## src/rtl/PKG_pwm.sv

```systemverilog
// rtl/PKG_pwm.sv - shared PWM types, config-word field positions and counter width
`ifndef PWMCOUNT_WIDTH
`define PWMCOUNT_WIDTH 16
`endif

package PKG_pwm;

  localparam int PWMCOUNT_WIDTH = `PWMCOUNT_WIDTH;

  localparam int CFG_COUNTMODE_LSB = 0;
  localparam int CFG_MASK_BIT      = 2;
  localparam int CFG_INT_BIT       = 3;
  localparam int CFG_ONOFF_BIT     = 4;
  localparam int CFG_USED_BITS     = 5;

  typedef enum logic [1:0] {
    CNT_UP     = 2'b00,
    CNT_DOWN   = 2'b01,
    CNT_UPDOWN = 2'b10,
    CNT_RSVD   = 2'b11
  } _count_mode;

  typedef enum logic [1:0] {
    ST_IDLE     = 2'b00,
    ST_RUN_UP   = 2'b01,
    ST_RUN_DOWN = 2'b10
  } _cnt_state;

endpackage

```

## src/rtl/pwm_cfg_unpack.sv

```systemverilog
// rtl/pwm_cfg_unpack.sv - combinational split of the packed PWM config word into its fields
module pwm_cfg_unpack
  import PKG_pwm::*;
(
  input  logic [PWMCOUNT_WIDTH-1:0] config_reg,
  output logic [1:0]                count_mode,
  output logic                      mask_mode,
  output logic                      int_onoff,
  output logic                      pwm_onoff
);

  logic unused_upper;

  assign count_mode = config_reg[CFG_COUNTMODE_LSB +: 2];
  assign mask_mode  = config_reg[CFG_MASK_BIT];
  assign int_onoff  = config_reg[CFG_INT_BIT];
  assign pwm_onoff  = config_reg[CFG_ONOFF_BIT];

  assign unused_upper = ^config_reg[PWMCOUNT_WIDTH-1:CFG_USED_BITS];

endmodule

```

## src/rtl/pwm_carrier_counter.sv

```systemverilog
// rtl/pwm_carrier_counter.sv - PWM carrier counter (up/down/up-down) with compare, events and irq.
// Define PWMCNT_SHADOW_EN to make period/compare shadow registers loaded in IDLE and at zero events.
module pwm_carrier_counter
  import PKG_pwm::*;
(
  input  logic                      clk,
  input  logic                      rst_n,
  input  logic [PWMCOUNT_WIDTH-1:0] config_reg,
  input  logic [PWMCOUNT_WIDTH-1:0] period,
  input  logic [PWMCOUNT_WIDTH-1:0] compare,
  output logic [PWMCOUNT_WIDTH-1:0] count,
  output logic                      dir_down,
  output logic                      pwm_raw,
  output logic                      zero_evt,
  output logic                      period_evt,
  output logic                      irq
);

  localparam logic [PWMCOUNT_WIDTH-1:0] CNT_ONE = {{(PWMCOUNT_WIDTH-1){1'b0}}, 1'b1};

  logic [1:0] cfg_mode_raw;
  logic       mask_mode;
  logic       int_onoff;
  logic       pwm_onoff;

  pwm_cfg_unpack u_cfg_unpack (
    .config_reg (config_reg),
    .count_mode (cfg_mode_raw),
    .mask_mode  (mask_mode),
    .int_onoff  (int_onoff),
    .pwm_onoff  (pwm_onoff)
  );

  _count_mode                cfg_mode;
  _count_mode                eff_mode;
  _count_mode                mode_q, mode_d;
  _cnt_state                 state_q, state_d;
  logic [PWMCOUNT_WIDTH-1:0] count_q, count_d;
  logic [PWMCOUNT_WIDTH-1:0] period_act, compare_act, period_use;
  logic                      irq_q, irq_d;
  logic                      running;

  assign cfg_mode = _count_mode'(cfg_mode_raw);

`ifdef PWMCNT_SHADOW_EN
  logic [PWMCOUNT_WIDTH-1:0] period_sh_q, compare_sh_q;
  logic                      shadow_load;

  assign shadow_load = (state_q == ST_IDLE) || zero_evt;

  always_ff @(posedge clk or negedge rst_n) begin
    if (!rst_n) begin
      period_sh_q  <= '0;
      compare_sh_q <= '0;
    end else if (shadow_load) begin
      period_sh_q  <= period;
      compare_sh_q <= compare;
    end
  end

  assign period_act  = period_sh_q;
  assign compare_act = compare_sh_q;
  // On a load edge the next count must already obey the incoming period.
  assign period_use  = shadow_load ? period : period_sh_q;
`else
  assign period_act  = period;
  assign compare_act = compare;
  assign period_use  = period;
`endif

  assign running    = (state_q != ST_IDLE);
  assign count      = count_q;
  assign dir_down   = (state_q == ST_RUN_DOWN);
  assign zero_evt   = running && (count_q == '0);
  assign period_evt = running && (count_q == period_act);
  assign pwm_raw    = running && (count_q < compare_act);
  assign irq        = irq_q;

  // A new count_mode only takes over at a zero event; otherwise the latched mode runs.
  assign eff_mode = zero_evt ? cfg_mode : mode_q;

  assign irq_d = int_onoff && (zero_evt || (!mask_mode && period_evt));

  always_comb begin
    state_d = state_q;
    count_d = count_q;
    mode_d  = mode_q;
    if (state_q == ST_IDLE) begin
      mode_d  = cfg_mode;
      count_d = '0;
      if (pwm_onoff && (cfg_mode != CNT_RSVD)) begin
        if (cfg_mode == CNT_DOWN) begin
          state_d = ST_RUN_DOWN;
          count_d = period;
        end else begin
          state_d = ST_RUN_UP;
        end
      end
    end else if (!pwm_onoff || (eff_mode == CNT_RSVD)) begin
      state_d = ST_IDLE;
      count_d = '0;
      mode_d  = eff_mode;
    end else begin
      mode_d = eff_mode;
      case (eff_mode)
        CNT_UP: begin
          state_d = ST_RUN_UP;
          count_d = (count_q >= period_use) ? '0 : count_q + CNT_ONE;
        end
        CNT_DOWN: begin
          state_d = ST_RUN_DOWN;
          count_d = ((count_q == '0) || (count_q > period_use)) ? period_use : count_q - CNT_ONE;
        end
        default: begin
          // Direction flips on arrival at an endpoint so each endpoint shows for one cycle.
          if (period_use == '0) begin
            state_d = ST_RUN_UP;
            count_d = '0;
          end else if ((state_q == ST_RUN_DOWN) && (count_q > period_use)) begin
            state_d = ST_RUN_DOWN;
            count_d = period_use;
          end else if ((state_q == ST_RUN_DOWN) && (count_q != '0)) begin
            count_d = count_q - CNT_ONE;
            state_d = (count_q == CNT_ONE) ? ST_RUN_UP : ST_RUN_DOWN;
          end else if (count_q >= period_use) begin
            count_d = period_use - CNT_ONE;
            state_d = (period_use == CNT_ONE) ? ST_RUN_UP : ST_RUN_DOWN;
          end else begin
            count_d = count_q + CNT_ONE;
            state_d = ((count_q + CNT_ONE) == period_use) ? ST_RUN_DOWN : ST_RUN_UP;
          end
        end
      endcase
    end
  end

  always_ff @(posedge clk or negedge rst_n) begin
    if (!rst_n) begin
      state_q <= ST_IDLE;
      mode_q  <= CNT_UP;
      count_q <= '0;
      irq_q   <= 1'b0;
    end else begin
      state_q <= state_d;
      mode_q  <= mode_d;
      count_q <= count_d;
      irq_q   <= irq_d;
    end
  end

endmodule

```

## config.mk

```make
export PLATFORM = sky130hd
export DESIGN_NAME = pwm_carrier_counter
export DESIGN_NICKNAME = d
export VERILOG_FILES = /design/src/rtl/PKG_pwm.sv /design/src/rtl/pwm_cfg_unpack.sv /design/src/rtl/pwm_carrier_counter.sv
export SDC_FILE = /design/constraint.sdc
export NUM_CORES = 1
export LEC_CHECK = 0
export ABC_AREA = 0
export BUFFER_PORTS_ARGS = -buffer_cell sky130_fd_sc_hd__buf_4
export CORE_MARGIN = 2
export CORE_UTILIZATION = 53
export DETAILED_ROUTE_END_ITERATION = 8
export PLACE_DENSITY = 0.82
export SLEW_MARGIN = 10
export SYNTH_ARGS = -nofsm -noshare
export SYNTH_HDL_FRONTEND = slang
export SYNTH_SLANG_ARGS = --single-unit
export TNS_END_PERCENT = 10
```

## constraint.sdc

```tcl
create_clock -name clk -period 3 [get_ports clk]
set_clock_uncertainty 0.1 [all_clocks]
set_input_delay 0 -clock clk [delete_from_list [all_inputs] [get_ports clk]]
set_output_delay 0 -clock clk [all_outputs]
set_load 0.01 [all_outputs]
```

; ---- After elaboration in Yosys (flattened, before gate mapping)
; Cells that the tools add are included.
[classes]
magnitude_cmp = 3
n_mul = 0
n_reduce_logical = 19
n_eq_ne = 10
shift = 0
bitwise = 0
add_sub_neg = 3
div_mod_pow = 0
n_mux = 25
[op_table]
columns = cell, count
row1 = $mux W16, 10
row2 = $eq A16 B1 Y1 const B, 2
row3 = $eq A16 B16 Y1, 2
row4 = $logic_not A16 Y1, 2
row5 = $pmux W16 S2, 1
row6 = $sub A16 B1 Y16 const B, 2
row7 = $mux W2, 13
row8 = $add A16 B1 Y16 const B, 1
row9 = $ge A16 B16 Y1, 1
row10 = $gt A16 B16 Y1, 1
row11 = $lt A16 B16 Y1, 1
row12 = $reduce_bool A16 Y1, 1
row13 = $logic_and A1 B1 Y1, 8
row14 = $eq A2 B1 Y1 const B, 2
row15 = $eq A2 B2 Y1 const B, 2
row16 = $logic_not A2 Y1, 2
row17 = $pmux W2 S2, 1
row18 = $logic_or A1 B1 Y1, 3
row19 = $logic_not A1 Y1, 2
row20 = $ne A2 B1 Y1 const B, 1
row21 = $ne A2 B2 Y1 const B, 1
row22 = $reduce_bool A2 Y1, 1
[word_totals]
mem_bits_rw = 0
out_inout_bits = 21
romBits = 0
regBits = 21
word_cells = 64
latch_bits = 0
mem_count = 0
input_bits = 50

; ---- Depth between registers and ports, before layout
; Gate-level depths: netlist (run 1).
[depth]
ltp_word = 10
depth_mapped = 15
mapped_depth_nobuf = 11

; ---- Hierarchy
; Synthesis (run 1) repeated with hierarchy kept, for this count alone.
[hier_totals]
cells_unflattened = 563
area_unflattened_um2 = 4195.3
[modules_own_cells]
columns = module, seq_area_each_um2, n_inst, cells_per_inst, area_each_um2
row1 = pwm_carrier_counter, 525.5, 1, 558, 4157.7
row2 = pwm_cfg_unpack, 0.0, 1, 5, 37.5

; ---- Worst setup path before layout (run 1)
; No wires, ideal clock.
[synth_timing]
kind = register -> register
from = register count_q[13], in the netlist count[13]
to = register count_q[12], in the netlist count[12]
arrival_time_ns = 2.979
slack_ns = -0.205
stages_incl_launch_ff = 12
period_less_slack_ns = 3.205
required_time_ns = 2.774
setup_ns = 0.126
cell_sequence = dfrtp_1 > ha_1 > nand4_1 > or2_2 > or3_1 > clkbuf_1 > a21oi_1 > buf_2 > buf_2 > mux2i_1 > a21oi_1 > a221o_1
[synth_via]
elab_chain_len = 8
elab_cells_between_ends = 22
[synth_rtl]
columns = item, line
row1 = "start, declared", pwm_carrier_counter.sv:38  ; logic [PWMCOUNT_WIDTH-1:0] count_q, count_d;
row2 = "start signal, assigned", pwm_carrier_counter.sv:146  ; count_q <= count_d;
row3 = $ge A16 B16 Y1 or $reduce_bool A16 Y1 (tied branches), "pwm_carrier_counter.sv:108, pwm_carrier_counter.sv:125, pwm_carrier_counter.sv:122"
row4 = $mux W16 or $logic_and A1 B1 Y1 (tied branches), "pwm_carrier_counter.sv:125, pwm_carrier_counter.sv:122"
row5 = $mux W16, pwm_carrier_counter.sv:122  ; end else if ((state_q == ST_RUN_DOWN) && (count_q != '0)) begin
row6 = $mux W16, pwm_carrier_counter.sv:119  ; end else if ((state_q == ST_RUN_DOWN) && (count_q > period_use)) begin
row7 = $mux W16, pwm_carrier_counter.sv:116  ; if (period_use == '0) begin
row8 = $pmux W16 S2, pwm_carrier_counter.sv:105  ; case (eff_mode)
row9 = $mux W16 (*), pwm_carrier_counter.sv:99  ; end else if (!pwm_onoff || (eff_mode == CNT_RSVD)) begin
row10 = $mux W16 (*), pwm_carrier_counter.sv:88  ; if (state_q == ST_IDLE) begin
row11 = via count_d[12], pwm_carrier_counter.sv:38
; The timed path passes the listed nets; every way through them passes the cells marked *.
; A chain may end at the register's enable or synchronous reset.

; ---- Worst setup path after layout (run 1)
[layout_timing]
from = register count_q[9], in the netlist count[9]
to = register count_q[2], in the netlist count[2]
; Same word-level chain as after synthesis.

==> results of run 1 <==
[worst min-delay path: cells and delay by family]
| kind | cells | cell delay [ns] |
|---|---|---|
| compound gates | 1 | 0.06 |
| buf+inv | 3 | 0.31 |
[cell usage after synthesis (all sizes together), types with 2 or more instances]
cell	n
o221ai	6
ha	37
nor2b	5
a21o	3
o211ai	2
o2bb2ai	2
nand2b	9
nor2	52
inv	38
nor4	8
o31ai	5
a21oi	39
a211oi	7
xnor3	3
a221o	4
a31o	2
clkbuf	24
o22ai	6
a21boi	3
buf	18
dfrtp	21
or2	3
a2111o	2
and3	8
nor3b	2
nand2	45
xnor2	30
a2111oi	2
mux2	10
o311ai	6
nand3	22
o41ai	2
or4	3
mux2i	7
a311oi	3
o21a	4
a22o	2
a31oi	4
and4	3
nand4	16
nor3	22
xor2	13
a41o	3
o21ai	44
or3	3
[report_power, final]
group / switching (W) / internal [W] / total, W
combinational: 0.00351 / 0.00317 / 0.00668
clock: 0.000127 / 0.0000935 / 0.000221
sequential: 0.000124 / 0.000398 / 0.000522
[kinds of logic (layout without fill, tap and decap cells)]
group,count (synthesis),count (layout),share of synthesized area
buffers and inverters,81,256,0.0826
flip-flops,21,21,0.129
adder cells (fa/ha/maj),37,37,0.113
XOR/XNOR,46,46,0.109
multiplexers,17,17,0.0447
AO/OA/AOI/OAI,157,158,0.265
AND/OR/NAND/NOR,206,206,0.257
[final timing paths]
path                       startpoint         to  slack [ns]  cells after the start
setup reg to reg             count[9]   count[2]       -0.19                     10
min in group asynchronous       rst_n  count[14]        0.06                      2
hold / removal              period[7]   count[7]        0.02                      4
setup / recovery             count[9]   count[2]       -0.19                     10
max in group asynchronous       rst_n  count[13]        2.46                      2
hold reg to reg            state_q[1]  mode_q[1]        0.53                      2
[layer usage]
| layer | GRT usage | part of all wire | wire length, um |
|---|---|---|---|
| met5 | 0 | 0 | 0 |
| met4 | 0.209 | 0.068 | 1220 |
| met3 | 0.0748 | 0.12 | 2200 |
| met2 | 0.677 | 0.44 | 8030 |
| met1 | 0.539 | 0.37 | 6630 |
[metrics by stage]
| step | setup TNS [ns] | cell area (um^2) |
|---|---|---|
| 2_1_floorplan | -0.0491 | 4100 |
| 5_1_grt | -2.94 | 6080 |
| 3_3_place_gp | -2.12 | 5410 |
| 4_1_cts | -1.14 | 5800 |
| 6_report | -1.92 | 6080 |
| 3_5_place_dp | -3.46 | 5410 |
[area by class of cell]
type | instances | share of cell area
clock buffer | 3 | 0.00679
tap | 102 | 0.0210
timing repair buffer | 213 | 0.281
inverter | 39 | 0.0249
multi-input combinational | 464 | 0.579
sequential | 21 | 0.0867
clock inverter | 1 | 0.000823
[registers in the layout, indices dropped and copies added, names as in the netlist]
signal,flops
mode_q,2
state_q,2
count,16
irq,1
[what timing repair did]
action                                  CTS  global route
gates cloned                              1             0
setup buffers                             9             7
resized for setup                        31            50
endpoints found under the setup margin   18            19
hold endpoints to repair                 34             0
hold buffers                             14             0
pin swaps                                10            19
==> results.json, run 1 <==
{
  "drive_gt1_frac": 0.356,
  "dr.pass1.iters": 6,
  "slew_headroom": 0.487,
  "hold_violations": 0,
  "crit_arrival_ns": 3.27,
  "clockBufferDepth": 2,
  "avgSynthCellArea_um2": 7.23,
  "drv_cap": 0,
  "hold_class": "in2reg",
  "synthesis.instances": 565,
  "fin_nets": 829,
  "drc": 0,
  "ys_warn_count": 0,
  "gr-total-overflow": 0,
  "regArea_um2": 527,
  "path_class": "reg2reg",
  "synthTopCellsByArea": "dfrtp_1 (13%), ha_1 (11%), xnor2_1 (6.4%), nor2_1 (4.7%), a21oi_1 (4.7%)",
  "vias_per_cell": 6.54,
  "cts_tree": "built",
  "drv_slew": 0,
  "io_buffers": 59,
  "synth.distinct_cells": 71,
  "worst_slack_ns": -0.189,
  "path_clk_slew_ns": 0.10,
  "outcome": "finished with violations",
  "grt_pass1_wl_mm": 28.1,
  "ys_async_sr_fraction": 1.00,
  "syn_to_final_growth_pct": 48.7,
  "num_rows": 32,
  "fp.dieW_um": 91.8,
  "failed_checks": "negative setup slack",
  "layout_common_cells": "buf_4 (184), nor2_1 (48), nand2_1 (44)",
  "fill_cells": 511,
  "start_kind": "flop",
  "min_period_over_period": 1.06,
  "synth_area_leader_cell": "dfrtp_1",
  "cp.required_ns": 3.08,
  "power.leakage_nw": 2.84,
  "final_util": 0.799,
  "min_period_ns": 3.19,
  "ant_nets": 0,
  "max_stage_delay_ns": 0.50,
  "vias": 5511,
  "core_area_um2": 7610,
  "grt_pass1_vias": 5425,
  "place_ws_ns": -0.264,
  "critPathMaxFanout": 8,
  "synth_seq_cells": 21,
  "cpLargestDelayFamily": "simple AND/OR/NAND/NOR gates",
  "place_inst": 808,
  "crit_buf_inv": 2,
  "holdWs_ns": 0.0228,
  "multi_input_area_um2": 3520,
  "final_common_cell": "buf_4",
  "setup_viol": 18,
  "ios": 71,
  "crit_path_end_kind": "flop",
  "clk_latency_ns": 0.28,
  "die_area_um2": 8430,
  "gp_congestion": 1.05,
  "finalPower_w": 0.00742,
  "cts_buffers": 3,
  "power.density_nw_per_um2": 1220,
  "grt_start_max_net_pins": 22,
  "yosysTopAreaCellShare": 0.129,
  "start_util": 0.537,
  "synth_seq_area_share": 0.129,
  "dp_hpwl_mm": 12.8,
  "rsz0062_at_grt": "yes",
  "synth_edf_count": 0,
  "cp_cell_sequence": "buf_4, or4_4, nor3_4, nor4b_4, buf_6, mux2i_4, o21a_4, o21ai_4, a221o_1, o311ai_2",
  "tightest_slew_ns": 0.768,
  "ir_drop_mv": 1.00,
  "final_cells": 843,
  "clockRootBuffer": "clkbuf_8",
  "antenna_found_initial": 0,
  "cts_max_level": 1,
  "fmax_mhz": 314,
  "drtIter0Drc": 846,
  "num_antenna_cells": 0,
  "clkSinkCount": 21,
  "synthFlopType": "dfrtp_1",
  "grt.total_usage": 0.420,
  "avgRoutedWirePerCell_um": 21.4,
  "wirelength_mm": 18.1,
  "syn_area_um2": 4090,
  "synthesis.nets": 652,
  "slowest_stage": "or4_4",
  "die_h_um": 91.8
}
No activity file was read; power rests on OpenSTA's default activity.
==> run 2, diff against run 1 <==
--- a/config.mk
+++ b/config.mk
@@ -7,7 +7,8 @@
 export LEC_CHECK = 0
 export ABC_AREA = 0
-export BUFFER_PORTS_ARGS = -buffer_cell sky130_fd_sc_hd__buf_4
+export BUFFER_PORTS_ARGS = -buffer_cell sky130_fd_sc_hd__buf_2
 export CORE_MARGIN = 2
 export CORE_UTILIZATION = 53
+export CTS_CLUSTER_DIAMETER = 120
 export DETAILED_ROUTE_END_ITERATION = 8
 export PLACE_DENSITY = 0.82
==> constraint.sdc (replaced) <==
create_clock -name clk -period 3 [get_ports clk]
set_clock_uncertainty 0.1 [all_clocks]
set_input_delay 0 -clock clk [delete_from_list [all_inputs] [get_ports clk]]
set_output_delay 0 -clock clk [all_outputs]
set_load 0.02 [all_outputs]
==> results.json, run 2 (synthesis gave the netlist of run 1 again) <==
{
  "gr-total-overflow": 0,
  "avgRoutedWirePerCell_um": 21.9,
  "die_h_um": 91.8,
  "power.density_nw_per_um2": 1200,
  "vias_per_cell": 6.44,
  "num_antenna_cells": 0,
  "grt_start_max_net_pins": 22,
  "min_period_ns": 3.18,
  "grt_pass1_vias": 5183,
  "rsz0062_at_grt": "yes",
  "path_class": "reg2reg",
  "clockBufferDepth": 2,
  "rrSetupSlack_ns": -0.18,
  "drtIter0Drc": 529,
  "cp.required_ns": 3.11,
  "drv_slew": 0,
  "drv_cap": 0,
  "final_util": 0.744,
  "grt_pass1_wl_mm": 27.4,
  "max_stage_delay_ns": 0.55,
  "crit_path_frequent_cell": "buf_6",
  "crit_buf_inv": 3,
  "cts_max_level": 1,
  "min_period_over_period": 1.06,
  "fmax_mhz": 315,
  "r2r-end": "count[8]",
  "io_buffers": 59,
  "setup_viol": 17,
  "power.switching_w": 0.00362,
  "worst_slack_ns": -0.175,
  "gp_congestion": 1.07,
  "fp.dieW_um": 91.8,
  "crit_end": "count[8]",
  "antenna_found_initial": 0,
  "core_area_um2": 7610,
  "tightest_slew_ns": 0.727,
  "power.internal_w": 0.00319,
  "grt.total_usage": 0.418,
  "switching_share": 0.532,
  "failed_checks": "negative setup slack",
  "drive_gt1_frac": 0.336,
  "slowest_stage": "or4_4",
  "place_inst": 812,
  "worst-r2r-cell-count": 12,
  "dr.pass1.iters": 5,
  "slew_headroom": 0.514,
  "crit_path_end_kind": "flop",
  "route.met2.wl_mm": 8.12,
  "cp_cell_sequence": "buf_6, or4_4, nor3_4, nor3b_4, buf_6, nor2_4, a311oi_4, buf_4, o21ai_4, a221oi_2, a21oi_1, o21ai_1",
  "die_area_um2": 8430,
  "cts_buffers": 3,
  "layout_common_cells": "buf_4 (131), buf_2 (59), nor2_1 (51)",
  "r2r-start": "count[11]",
  "fin_nets": 820,
  "outcome": "finished with violations",
  "path_clk_slew_ns": 0.10,
  "startpoint": "count[11]",
  "clk_latency_ns": 0.28,
  "vias": 5370,
  "num_rows": 32,
  "largest_reg_flops": 16,
  "combPwrFrac": 0.890,
  "start_kind": "flop",
  "crit_cells": 12,
  "critPathMaxFanout": 5,
  "clkPwrFrac": 0.032,
  "wl_met1_mm": 7.14,
  "final_common_cell": "buf_4",
  "cpLargestDelayFamily": "simple AND/OR/NAND/NOR gates",
  "dp_hpwl_mm": 13.7,
  "drc": 0,
  "ant_nets": 0,
  "clockRootBuffer": "clkbuf_8",
  "ios": 71,
  "highest_layer": "met4",
  "cts_tree": "built",
  "fill_cells": 617,
  "syn_to_final_growth_pct": 38.4,
  "power.leakage_nw": 2.70,
  "met3_length_mm": 2.01,
  "final_cells": 834,
  "seqPwrFrac": 0.077,
  "hold_class": "in2reg",
  "start_util": 0.537,
  "hold_violations": 0,
  "wirelength_mm": 18.2,
  "crit_arrival_ns": 3.29,
  "clkSinkCount": 21,
  "ir_drop_mv": 1.28
}
==> run 2: changes by cell type in the layout (fill, tap and decap cells not counted), sizes merged <==
cell,before,now
buf,199,194
dlygate4sd3,14,10
==> run 2: worst min-delay path by stage <==
stage                          from         to  cells past startpoint
after floorplan               rst_n   count[0]                      0
after global placement        rst_n  count[11]                      1
after detailed placement      rst_n  count[14]                      1
after CTS                 period[6]   count[6]                      4
after global routing      period[1]   count[1]                      4
final                     period[6]   count[6]                      4
==> run 2: power by group through the flow <==
| stage | sequential, W | clock [W] | combinational [W] |
|---|---|---|---|
| 3_5_place_dp | 0.000520 | 0 | 0.00546 |
| 4_1_cts | 0.000514 | 0.000221 | 0.00558 |
| 6_report | 0.000527 | 0.000221 | 0.00605 |
| 2_1_floorplan | 0.000643 | 0 | 0.00323 |
| 3_3_place_gp | 0.000511 | 0 | 0.00539 |
| 5_1_grt | 0.000535 | 0.000225 | 0.00643 |
==> run 2: area by class of cell <==
type	count	area, um^2	share of cell area
multi-input combinational	464	3380	0.597
timing repair buffer	204	1430	0.253
sequential	21	528	0.0933
inverter	39	146	0.0259
tap	102	128	0.0226
clock buffer	3	41.3	0.00730
clock inverter	1	5.00	0.000885
==> run 2: routing by layer <==
metal / track usage / vias to the layer above
met1: 0.527 / 2530
met2: 0.689 / 355
met3: 0.104 / 85
met4: 0.162 / 0
li1: - / 2400
met5: 0 / -
==> run 2: worst reg2reg max path: cells and delay by family (launching register included) <==
family	cells	cell delay [ns]
buffers and inverters	3	0.48
AND/OR/NAND/NOR	4	1.12
flip-flops	1	0.41
AO/OA/AOI/OAI	5	0.99
==> run 2: timing repair <==
| item | CTS | global route |
|---|---|---|
| resized for setup | 15 | 20 |
| endpoints found under the hold margin | 30 | 0 |
| gates cloned | 0 | 1 |
| setup endpoints to repair | 17 | 18 |
| hold buffers | 10 | 0 |
| setup buffers | 1 | 6 |
| pin swaps | 1 | 7 |
==> run 2: per-stage QoR <==
step	hold slack (ns)	instance area [um^2]	power [W]	TNS (ns)	setup slack, ns
finish	0.0240	5660	0.00680	-1.68	-0.175
global route	0.0491	5660	0.00719	-3.66	-0.289
global placement	-0.0561	5320	0.00590	-0.751	-0.163
floorplan	-0.396	4110	0.00387	-0.311	-0.0508
CTS	0.0200	5520	0.00631	-0.0826	-0.0191
detailed placement	-0.0461	5320	0.00598	-1.25	-0.186
==> run 3, diff against run 2 <==
clock period = 2.9 ns   (was 3 ns; I/O delays follow)
==> results.json, run 3 (synthesis gave the netlist of run 1 again) <==
{
  "clkSinkCount": 21,
  "wirelength_mm": 17.6,
  "min_period_over_period": 1.09,
  "num_antenna_cells": 0,
  "grt_pass1_vias": 5242,
  "ios": 71,
  "core_area_um2": 7610,
  "r2r-start": "count[1]",
  "grt_pass1_wl_mm": 27.1,
  "clockBufferDepth": 2,
  "path_class": "reg2reg",
  "crit_arrival_ns": 3.22,
  "gp_congestion": 1.02,
  "min_period_ns": 3.16,
  "failed_checks": "negative setup slack",
  "slew_headroom": 0.532,
  "fin_nets": 806,
  "cts_buffers": 3,
  "num_rows": 32,
  "crit_path_end_kind": "flop",
  "start_util": 0.537,
  "startpoint": "count[1]",
  "crit_end": "count[14]",
  "cts_max_level": 1,
  "drtIter0Drc": 737,
  "critPathMaxFanout": 6,
  "drv_slew": 0,
  "vias": 5417,
  "setup_viol": 18,
  "hold_violations": 0,
  "die_h_um": 91.8,
  "fp.dieW_um": 91.8,
  "drive_gt1_frac": 0.337,
  "grt_start_max_net_pins": 22,
  "start_kind": "flop",
  "clk_latency_ns": 0.27,
  "largest_reg_flops": 16,
  "rrSetupSlack_ns": -0.26,
  "avgRoutedWirePerCell_um": 21.5,
  "hold_class": "in2reg",
  "worst_slack_ns": -0.261,
  "power.leakage_nw": 2.65,
  "wl_met1_mm": 6.55,
  "power.density_nw_per_um2": 1300,
  "drc": 0,
  "worst-r2r-cell-count": 11,
  "tightest_slew_ns": 0.699,
  "grt.total_usage": 0.407,
  "ant_nets": 0,
  "finalPower_w": 0.00740,
  "vias_per_cell": 6.61,
  "antenna_found_initial": 0,
  "ir_drop_mv": 0.905,
  "drv_cap": 0,
  "final_util": 0.748,
  "path_clk_slew_ns": 0.10,
  "cp.required_ns": 2.96,
  "final_common_cell": "buf_4",
  "fmax_mhz": 316,
  "r2r-end": "count[14]",
  "io_buffers": 59,
  "dp_hpwl_mm": 13.2,
  "holdWs_ns": 0.0183,
  "cts_tree": "built",
  "clockRootBuffer": "clkbuf_8",
  "route.met2.wl_mm": 8.06,
  "die_area_um2": 8430,
  "dr.pass1.iters": 8,
  "rsz0062_at_grt": "yes",
  "syn_to_final_growth_pct": 39.2,
  "met3_length_mm": 2.17,
  "outcome": "finished with violations",
  "gr-total-overflow": 0,
  "layout_common_cells": "buf_4 (112), buf_2 (59), nor2_1 (48)",
  "highest_layer": "met4"
}
run 3: changes by cell type in the layout (fill, tap and decap cells not counted), moves of 3 or more:
cell and change:
buf_4 -19, dfrtp_1 -3, dfrtp_2 +3, ha_1 -4
ha_4 +4, mux2_2 -3, mux2_4 +3, nor2_1 -3
o21ai_0 -5, o21ai_1 +4
run 3: how the worst min path moves through the flow:
stage	from	to	cells after the start	slack [ns]
6_report	period[4]	count[4]	3	0.02
2_1_floorplan	rst_n	count[0]	0	-0.40
4_1_cts	period[14]	count[14]	3	0.006
3_5_place_dp	rst_n	mode_q[0]	1	-0.08
5_1_grt	period[4]	count[4]	3	0.04
3_3_place_gp	rst_n	mode_q[0]	1	-0.09
run 3: through the flow:
step | setup slack (ns) | std cells | instance area (um^2) | TNS, ns
after CTS | -0.171 | 818 | 5570 | -1.70
after global placement | -0.450 | 802 | 5320 | -5.00
after detailed placement | -0.491 | 802 | 5320 | -6.19
after floorplan | -0.0100 | 565 | 4210 | -0.0192
final | -0.261 | 820 | 5690 | -3.92
after global routing | -0.355 | 820 | 5690 | -4.84
run 3: worst max-delay path, stage by stage, from the launching register on:
cell and delay, ns:
dfrtp_2 0.44, ha_4 0.22, nor2b_1 0.12, o211ai_1 0.29, a211oi_4 0.13, or4_4 0.64, a21oi_4 0.23, buf_12 0.15
mux2_4 0.32, nor2_4 0.12, o21ai_1 0.07, a22o_1 0.21
run 3: where the power goes:
part           switching [W]  internal (W)
Clock               0.000119     0.0000984
Combinational        0.00366       0.00298
Sequential          0.000122      0.000416
run 3: cell type report:
cell class                 instances  area [um^2]
fill                             617         1920
sequential                        21          532
inverter                          39          146
tap                              102          128
timing repair buffer             191         1370
multi-input combinational        463         3470
clock buffer                       4         45.0
run 3: repair_timing:
item,4_1_cts,5_1_grt
gates resized for setup,26,25
endpoints found under the setup margin,18,19
buffers inserted,0,1
pin swaps,2,13
cloned,0,1
hold buffers,12,0
endpoints found under the hold margin,32,0
run 3: layer usage:
metal,vias up,track usage
li1,2367,-
met3,101,0.105
met5,-,0
met1,2494,0.506
met2,455,0.670
met4,0,0.169
